`config.mk`:
```
export PLATFORM = sky130hd
export DESIGN_NAME = mul_unit
export DESIGN_NICKNAME = d
export VERILOG_FILES = /design/src/rtl/mul_pkg.sv /design/src/rtl/mul_stage_reg.sv /design/src/rtl/mul_unit.sv
export SDC_FILE = /design/constraint.sdc
export NUM_CORES = 2
export LEC_CHECK = 0
export CAP_MARGIN = 20
export CORE_MARGIN = 2
export CORE_UTILIZATION = 36
export DETAILED_ROUTE_END_ITERATION = 12
export PLACE_DENSITY = 0.48
export SLEW_MARGIN = 25
export SYNTH_ARGS = -nofsm -noshare
export SYNTH_HDL_FRONTEND = slang
export SYNTH_SLANG_ARGS = --single-unit
```
`constraint.sdc`:
```
create_clock -name clock -period 1.9 [get_ports clock]
set_input_delay 0.19 -clock clock [delete_from_list [all_inputs] [get_ports clock]]
set_output_delay 0.19 -clock clock [all_outputs]
set_load 0.02 [all_outputs]
```
`src/rtl/mul_pkg.sv`:
```
`default_nettype none
// ============================================================================
//  Module      : mul_pkg
//  Description : Shared types and constants for the multiply functional unit.
//  Revision    : 1.0 - initial release
// ============================================================================
package mul_pkg;

  localparam int MUL_DW = 32;
  localparam int DW     = MUL_DW;
  localparam int PW     = 2 * DW;

  localparam logic [5:0] OP_SPECIAL = 6'b000000;
  localparam logic [5:0] MUL_FUNCT  = 6'b011000;

  typedef struct packed {
    logic          valid;
    logic [4:0]    regdest;
    logic          writereg;
    logic          writeov;
    logic [PW-1:0] product;
  } mul_stage_t;

endpackage : mul_pkg
`default_nettype wire

```
`src/rtl/mul_stage_reg.sv`:
```
`default_nettype none
// ============================================================================
//  Module      : mul_stage_reg
//  Description : One multiply pipeline stage register, enabled by advance,
//                asynchronously cleared by an active-low reset.
//  Revision    : 1.0 - initial release
// ============================================================================
module mul_stage_reg
  import mul_pkg::*;
(
  input  logic       clock,
  input  logic       reset,
  input  logic       en_i,
  input  mul_stage_t d_i,
  output mul_stage_t q_o
);

  mul_stage_t stage_q;

  always_ff @(posedge clock or negedge reset) begin
    if (!reset) begin
      stage_q <= '0;
    end else if (en_i) begin
      stage_q <= d_i;
    end
  end

  assign q_o = stage_q;

endmodule : mul_stage_reg
`default_nettype wire

```
`src/rtl/mul_unit.sv`:
```
`default_nettype none
// ============================================================================
//  Module      : mul_unit
//  Description : Fixed-latency multiply unit with valid/grant writeback and
//                architectural HI/LO. Optional overflow trap: MUL_OVERFLOW_EN.
//  Revision    : 1.0 - initial release
// ============================================================================
module mul_unit
  import mul_pkg::*;
#(
  parameter int LATENCY = 3,
  parameter int DW      = mul_pkg::MUL_DW
) (
  input  logic          clock,
  input  logic          reset,
  input  logic          iss_mul_oper,
  input  logic [DW-1:0] iss_ex_rega,
  input  logic [DW-1:0] iss_ex_regb,
  input  logic          iss_ex_unsig,
  input  logic [4:0]    iss_ex_regdest,
  input  logic          iss_ex_writereg,
  input  logic          iss_ex_writeov,
  output logic          mul_ready,
  output logic          mul_wb_valid,
  output logic [4:0]    mul_wb_regdest,
  output logic          mul_wb_writereg,
  output logic [DW-1:0] mul_wb_data,
  output logic          mul_wb_ov,
  input  logic          wb_mul_grant,
  output logic [DW-1:0] mul_hi,
  output logic [DW-1:0] mul_lo,
  output logic          mul_idle,
  output logic          mul_err
);

  localparam int CW = $clog2(LATENCY + 1);

  generate
    if (DW != MUL_DW) begin : g_dw_check
      $error("mul_unit: DW must match mul_pkg::MUL_DW");
    end
    if (LATENCY < 1 || LATENCY > 8) begin : g_lat_check
      $error("mul_unit: LATENCY must be within 1..8");
    end
  endgenerate

  mul_stage_t      stage_d [LATENCY];
  mul_stage_t      stage_q [LATENCY];
  mul_stage_t      stage0_d;
  mul_stage_t      last_q;

  logic            advance;
  logic            accept;
  logic            complete;
  logic [PW-1:0]   ext_a;
  logic [PW-1:0]   ext_b;
  logic [PW-1:0]   product;
  logic            ov_event;

  logic [DW-1:0]   hi_q, hi_d;
  logic [DW-1:0]   lo_q, lo_d;
  logic [CW-1:0]   count_q, count_d;
  logic            err_q, err_d;

  assign last_q   = stage_q[LATENCY-1];
  assign advance  = !last_q.valid || wb_mul_grant;
  assign accept   = iss_mul_oper && advance;
  assign complete = last_q.valid && wb_mul_grant;

  // Truncating a 2*DW multiply of extended operands gives the exact product
  // for both signed and unsigned interpretations.
  assign ext_a   = iss_ex_unsig ? {{DW{1'b0}}, iss_ex_rega}
                                : {{DW{iss_ex_rega[DW-1]}}, iss_ex_rega};
  assign ext_b   = iss_ex_unsig ? {{DW{1'b0}}, iss_ex_regb}
                                : {{DW{iss_ex_regb[DW-1]}}, iss_ex_regb};
  assign product = ext_a * ext_b;

`ifdef MUL_OVERFLOW_EN
  always_comb begin
    ov_event = 1'b0;
    if (iss_ex_unsig) begin
      ov_event = |product[PW-1:DW];
    end else begin
      ov_event = !((&product[PW-1:DW-1]) || !(|product[PW-1:DW-1]));
    end
  end
`else
  assign ov_event = 1'b0;
`endif

  // writeov is resolved at stage 0 into "trap taken", since signedness is
  // not carried down the pipeline.
  always_comb begin
    stage0_d = '0;
    if (accept) begin
      stage0_d.valid    = 1'b1;
      stage0_d.regdest  = iss_ex_regdest;
      stage0_d.writereg = iss_ex_writereg;
      stage0_d.writeov  = iss_ex_writeov && ov_event;
      stage0_d.product  = product;
    end
  end

  generate
    for (genvar i = 0; i < LATENCY; i++) begin : g_stage
      if (i == 0) begin : g_first
        assign stage_d[i] = stage0_d;
      end else begin : g_next
        assign stage_d[i] = stage_q[i-1];
      end

      mul_stage_reg u_stage (
        .clock (clock),
        .reset (reset),
        .en_i  (advance),
        .d_i   (stage_d[i]),
        .q_o   (stage_q[i])
      );
    end
  endgenerate

  always_comb begin
    hi_d    = hi_q;
    lo_d    = lo_q;
    count_d = count_q;
    err_d   = err_q;
    if (complete) begin
      hi_d = last_q.product[PW-1:DW];
      lo_d = last_q.product[DW-1:0];
    end
    if (accept && !complete) begin
      count_d = count_q + CW'(1);
    end else if (complete && !accept) begin
      count_d = count_q - CW'(1);
    end
    if (iss_mul_oper && !advance) begin
      err_d = 1'b1;
    end
  end

  always_ff @(posedge clock or negedge reset) begin
    if (!reset) begin
      hi_q    <= '0;
      lo_q    <= '0;
      count_q <= '0;
      err_q   <= 1'b0;
    end else begin
      hi_q    <= hi_d;
      lo_q    <= lo_d;
      count_q <= count_d;
      err_q   <= err_d;
    end
  end

  assign mul_ready       = advance;
  assign mul_wb_valid    = last_q.valid;
  assign mul_wb_regdest  = last_q.regdest;
  assign mul_wb_ov       = last_q.writeov;
  assign mul_wb_writereg = last_q.writereg && !last_q.writeov;
  assign mul_wb_data     = last_q.product[DW-1:0];
  assign mul_hi          = hi_q;
  assign mul_lo          = lo_q;
  assign mul_idle        = (count_q == '0);
  assign mul_err         = err_q;

endmodule : mul_unit
`default_nettype wire

```
; Word-level counts from Yosys, hierarchy flattened
; Index checks and enable logic that the tools add are counted.
[classes]
n_mul = 1
n_reduce_logical = 14
n_addsub = 2
muxes = 5
[ops]
columns = operator, count
row1 = two-way mux 64 bit, 2
row2 = two-way mux 72 bit, 1
row3 = multiplier 64 x 64 -> 64 bit, 1
row4 = logical AND 1 bit, 6
row5 = logical NOT 1 bit, 5
row6 = two-way mux 2 bit, 2
row7 = "adder 2 x 1 -> 2 bit, second input constant", 1
row8 = logical NOT 2 bit, 1
row9 = nonzero test 2 bit, 1
row10 = "subtractor 2 x 1 -> 2 bit, second input constant", 1
row11 = logical OR 1 bit, 1
[word_totals]
elab_cells = 41
out_inout_bits = 107
reg_bits = 283
inputBits = 76

; Logic depth before layout (Yosys ltp)
[depth]
word_depth = 7
ltp_mapped = 36
mapped_depth_nobuf = 33

; Cells and area by module
; From an unflattened synthesis, not the netlist that was laid out.
[hier_totals]
hier_cells = 5819
hier_area_um2 = 60005.0
[modules_own_cells]
columns = mod, seq_area_each_um2, area_each_um2, n_inst, cells_each
row1 = mul_unit, 1676.6, 50925.1, 1, 5363
row2 = mul_stage_reg, 1801.7, 3026.7, 3, 152

; Worst setup path after synthesis
; No wires, ideal clock.
[synth_timing]
kind = input-to-reg
start = in iss_ex_rega[31]
end = reg, netlist name g_stage[0].u_stage.q_o[63]
required_ns = 1.770
n_path_buf = 3
cell_stages = 31
arrival_ns = 8.989
setup_ns = 0.130
setup_slack_ns = -7.219
cell_sequence = nor2b_1 > clkbuf_1 > clkbuf_1 > nand2_1 > fa_1 > inv_1 > fa_1 > fa_1 > inv_1 > fa_1 > inv_1 > fa_1 > fa_1 > fa_1 > fa_1 > fa_1 > inv_1 > fa_1 > inv_1 > ha_1 > clkbuf_1 > a21oi_1 > o21bai_1 > a21oi_1 > o21a_1 > o21ai_0 > or3_1 > nor3_1 > o31ai_1 > xnor2_1 > o21ai_1
[synth_between]
elab_chain_cells = 3
[synth_lines]
columns = element, line
row1 = start: declaration, mul_unit.sv:17  ; input logic [DW-1:0] iss_ex_rega,
row2 = two-way mux 64 bit, mul_unit.sv:72  ; assign ext_a = iss_ex_unsig ? {{DW{1'b0}}, iss_ex_rega}
row3 = multiplier 64 x 64 -> 64 bit, mul_unit.sv:76  ; assign product = ext_a * ext_b;
row4 = two-way mux 72 bit, mul_unit.sv:95  ; if (accept) begin
; No other way between the ends.
; A chain may end at the register's enable or synchronous reset.

; Worst setup path in the final report
[layout_timing]
start = in iss_ex_regb[18]
end = reg, netlist name g_stage[0].u_stage.q_o[56]
[layout_between]
elab_chain_cells = 3
[layout_lines]
columns = element, line
row1 = start: declaration, mul_unit.sv:18  ; input logic [DW-1:0] iss_ex_regb,
row2 = two-way mux 64 bit, mul_unit.sv:74  ; assign ext_b = iss_ex_unsig ? {{DW{1'b0}}, iss_ex_regb}
row3 = multiplier 64 x 64 -> 64 bit, mul_unit.sv:76
row4 = two-way mux 72 bit, mul_unit.sv:95
; No other way between the ends.

==> results.md <==
* Root buffer cell: clkbuf_16
* Synth top area share at 0.486
* Type of origin of the critical path: input port
* RSZ-0062 raised after global routing: yes
* DR pass1 iterations at 5
* Worst R2R End: g_stage[0].u_stage.q_o[56]
* Final hold violation count at 0
* Vias in the first global route at 46500
* Full die area at 166000 µm²
* Synthesized area per cell at 9.55 µm²
* Post-synth top flop: dfrtp_1
* Num CTS Buffers at 25
* Sequential area share after synthesis at 0.120
* Max-cap check violation count at 0
* Worst-path maximum fanout at 4
* Setup violators final at 61
* Slew HR at 0.646
* Cell Area, Synth at 58500 µm²
* Crit path launch: iss_ex_regb[18]
* Slowest CP cell: fa_2
* Routed Antenna Nets at 0
* CTS tree: done
* Minimum clock period at 7.95 ns
* CP peak stage delay at 0.57 ns
* Htree depth at 1
* Routed WL at 191 mm
* Die Ht at 407 µm
* Outcome: finished, violations left
* First-pass GRT wire length at 295 mm
* Synth area leader: fa_1
* Fin nets at 8779
* Reg-to-Reg Start: g_stage[2].u_stage.q_o[71]
* Die Span X at 407 µm
* #FFs+latches synth at 280
* Clock Latency Late Sink at 0.54 ns
* Max Root-Sink Buffers at 3
* Antenna violations before repair at 5
* Remaining DRCs at 0
* Io pins at 183
* PortBufs at 180
* Setup TNS at -309.12 ns
* Crit path to: g_stage[0].u_stage.q_o[56]
* Vias post-DR at 42600
* Most frequent cell after synthesis: inv_1
* CTS clock-pin slew for the worst setup and hold paths at 0.07 ns
* Met3 Usage GRT at 0.0266
* WL per Instance at 20.9 µm
* R2r setup slk at 0.22 ns
* Skew final at 0.0121 ns
* Global routing's busiest layer: met2
* Core Rows at 147
* Gr usage total at 0.235
* Slew at the pin with the worst max-slew slack at 0.530 ns
* M1 GR Usage at 0.350
* Ys async rst share at 1.00
* Top cells by area in the synthesized netlist: fa_1, dfrtp_1, inv_1
* Core Footprint at 161000 µm²
* Hold WS at 0.166 ns
* Syn nets at 7927
* Vias per inst at 4.65
* Failing checks: negative setup slack
* Gate Count Post-Synth at 6123
* Critical Path End Type: flip-flop
* EDFF count, synth at 0
* Period utilization at 4.18
* Area delta synth->final at 29.4%
* FF-to-FF path depth at 8
* Share of cells above drive strength 1 at 0.241
* Setup WS pre-CTS at -7.21 ns
* GP Congestion at 0.912
* Class of the worst hold path: in2async
* HPWL after DPL at 153 mm
* Yosys warnings at 0
* Setup WS post-layout at -6.05 ns
* Crit Path Category: in2reg
* Initial Util at 0.364
* Synth top cells by count: inv_1, fa_1, nand2_1
* Netlist cell types at 73
* Grt ovf at 0
* Critical path arrival at 8.43 ns
* GRT met2 Usage at 0.367
* Drt initial violations at 2601
* Largest net degree at the start of global routing at 65
* Cell mode on critical path: fa_1
* Slew Limit Fails at 0
* CP required at 2.38 ns
* Fmax achieved at 126 MHz
* Clock net sink count at 280
placed cells by master, fill, tap and decap left out, types with 98 or more instances in the layout:
| master | n |
|---|---|
| clkdlybuf4s50_1 | 118 |
| inv_1 | 1440 |
| inv_2 | 98 |
| fa_2 | 110 |
| buf_4 | 703 |
| and2_1 | 548 |
| ha_1 | 215 |
| buf_12 | 143 |
| dfrtp_1 | 280 |
| nand2_1 | 1019 |
| fa_1 | 1311 |
logic make-up (layout without fill, tap and decap cells):
group / Yosys count / count (layout) / share of synthesized area
DFF: 280 / 280 / 0.120
muxes: 66 / 66 / 0.0127
buffers and inverters: 1864 / 2735 / 0.122
adders and majority gates: 1733 / 1733 / 0.553
and+or+nand+nor: 1780 / 1780 / 0.143
xor gates and xnor gates: 117 / 117 / 0.0175
other: 1 / 3 / 0.0000641
AOI/OAI and AO/OA: 282 / 282 / 0.0318
how the worst min path moves through the flow:
stage	startpoint	to	slack, ns	cells after the start
5_1_grt	reset	g_stage[2].u_stage.q_o[16]	0.20	2
3_3_place_gp	reset	g_stage[2].u_stage.q_o[20]	0.16	1
3_5_place_dp	reset	g_stage[2].u_stage.q_o[15]	0.15	1
2_1_floorplan	reset	count_q[0]	-0.11	0
6_report	reset	g_stage[2].u_stage.q_o[20]	0.17	2
4_1_cts	reset	g_stage[2].u_stage.q_o[28]	0.17	2
registers in the layout, summed over array words and instances, names as in the netlist:
signal,cells
count_q,2
g_stage.u_stage.q_o,213
mul_err,1
mul_hi,32
mul_lo,32
area by class of cell:
type	instances	area (µm²)
clock buffers	31	678
flip-flops and latches	280	7010
clock inverters	15	210
diodes	2	5.00
well taps	2160	2700
inverters	1543	5800
multi-input cells	3979	47100
repair buffers	1146	12100
fillers	15300	85300
metal layers:
metal	vias to the layer above	share of wire	wire length (µm)
met4	4	0.028	5410
met2	1097	0.44	84200
li1	19200	-	-
met5	-	0.00010	20
met3	182	0.059	11300
met1	22100	0.47	90300
per-stage QoR:
stage | utilization | cells | instance area (µm²)
after global placement | 0.433 | 8906 | 69700
after floorplan | - | 6123 | 60000
after global routing | 0.470 | 9156 | 75700
final | 0.470 | 9156 | 75700
after CTS | 0.464 | 9135 | 74700
after detailed placement | 0.433 | 8906 | 69700
worst max-delay path: cells and delay by family:
kind / cells / cell delay (ns)
adder cells (fa/ha/maj): 11 / 5.37
AO/OA/AOI/OAI: 2 / 0.52
AND/OR/NAND/NOR: 5 / 1.05
buffers and inverters: 13 / 1.30
what timing repair did:
| action | in CTS | in global routing |
|---|---|---|
| endpoints found under the hold margin | 59 | 0 |
| pin swaps | 277 | 191 |
| endpoints found under the setup margin | 63 | 62 |
| buffers inserted | 151 | 31 |
| gates resized for setup | 691 | 217 |
| hold buffers | 1 | 0 |
| gates cloned | 41 | 0 |
Power is left out: the tool's default activity adds up to more than one toggle a clock period on the data nets, which glitch-free logic cannot reach.
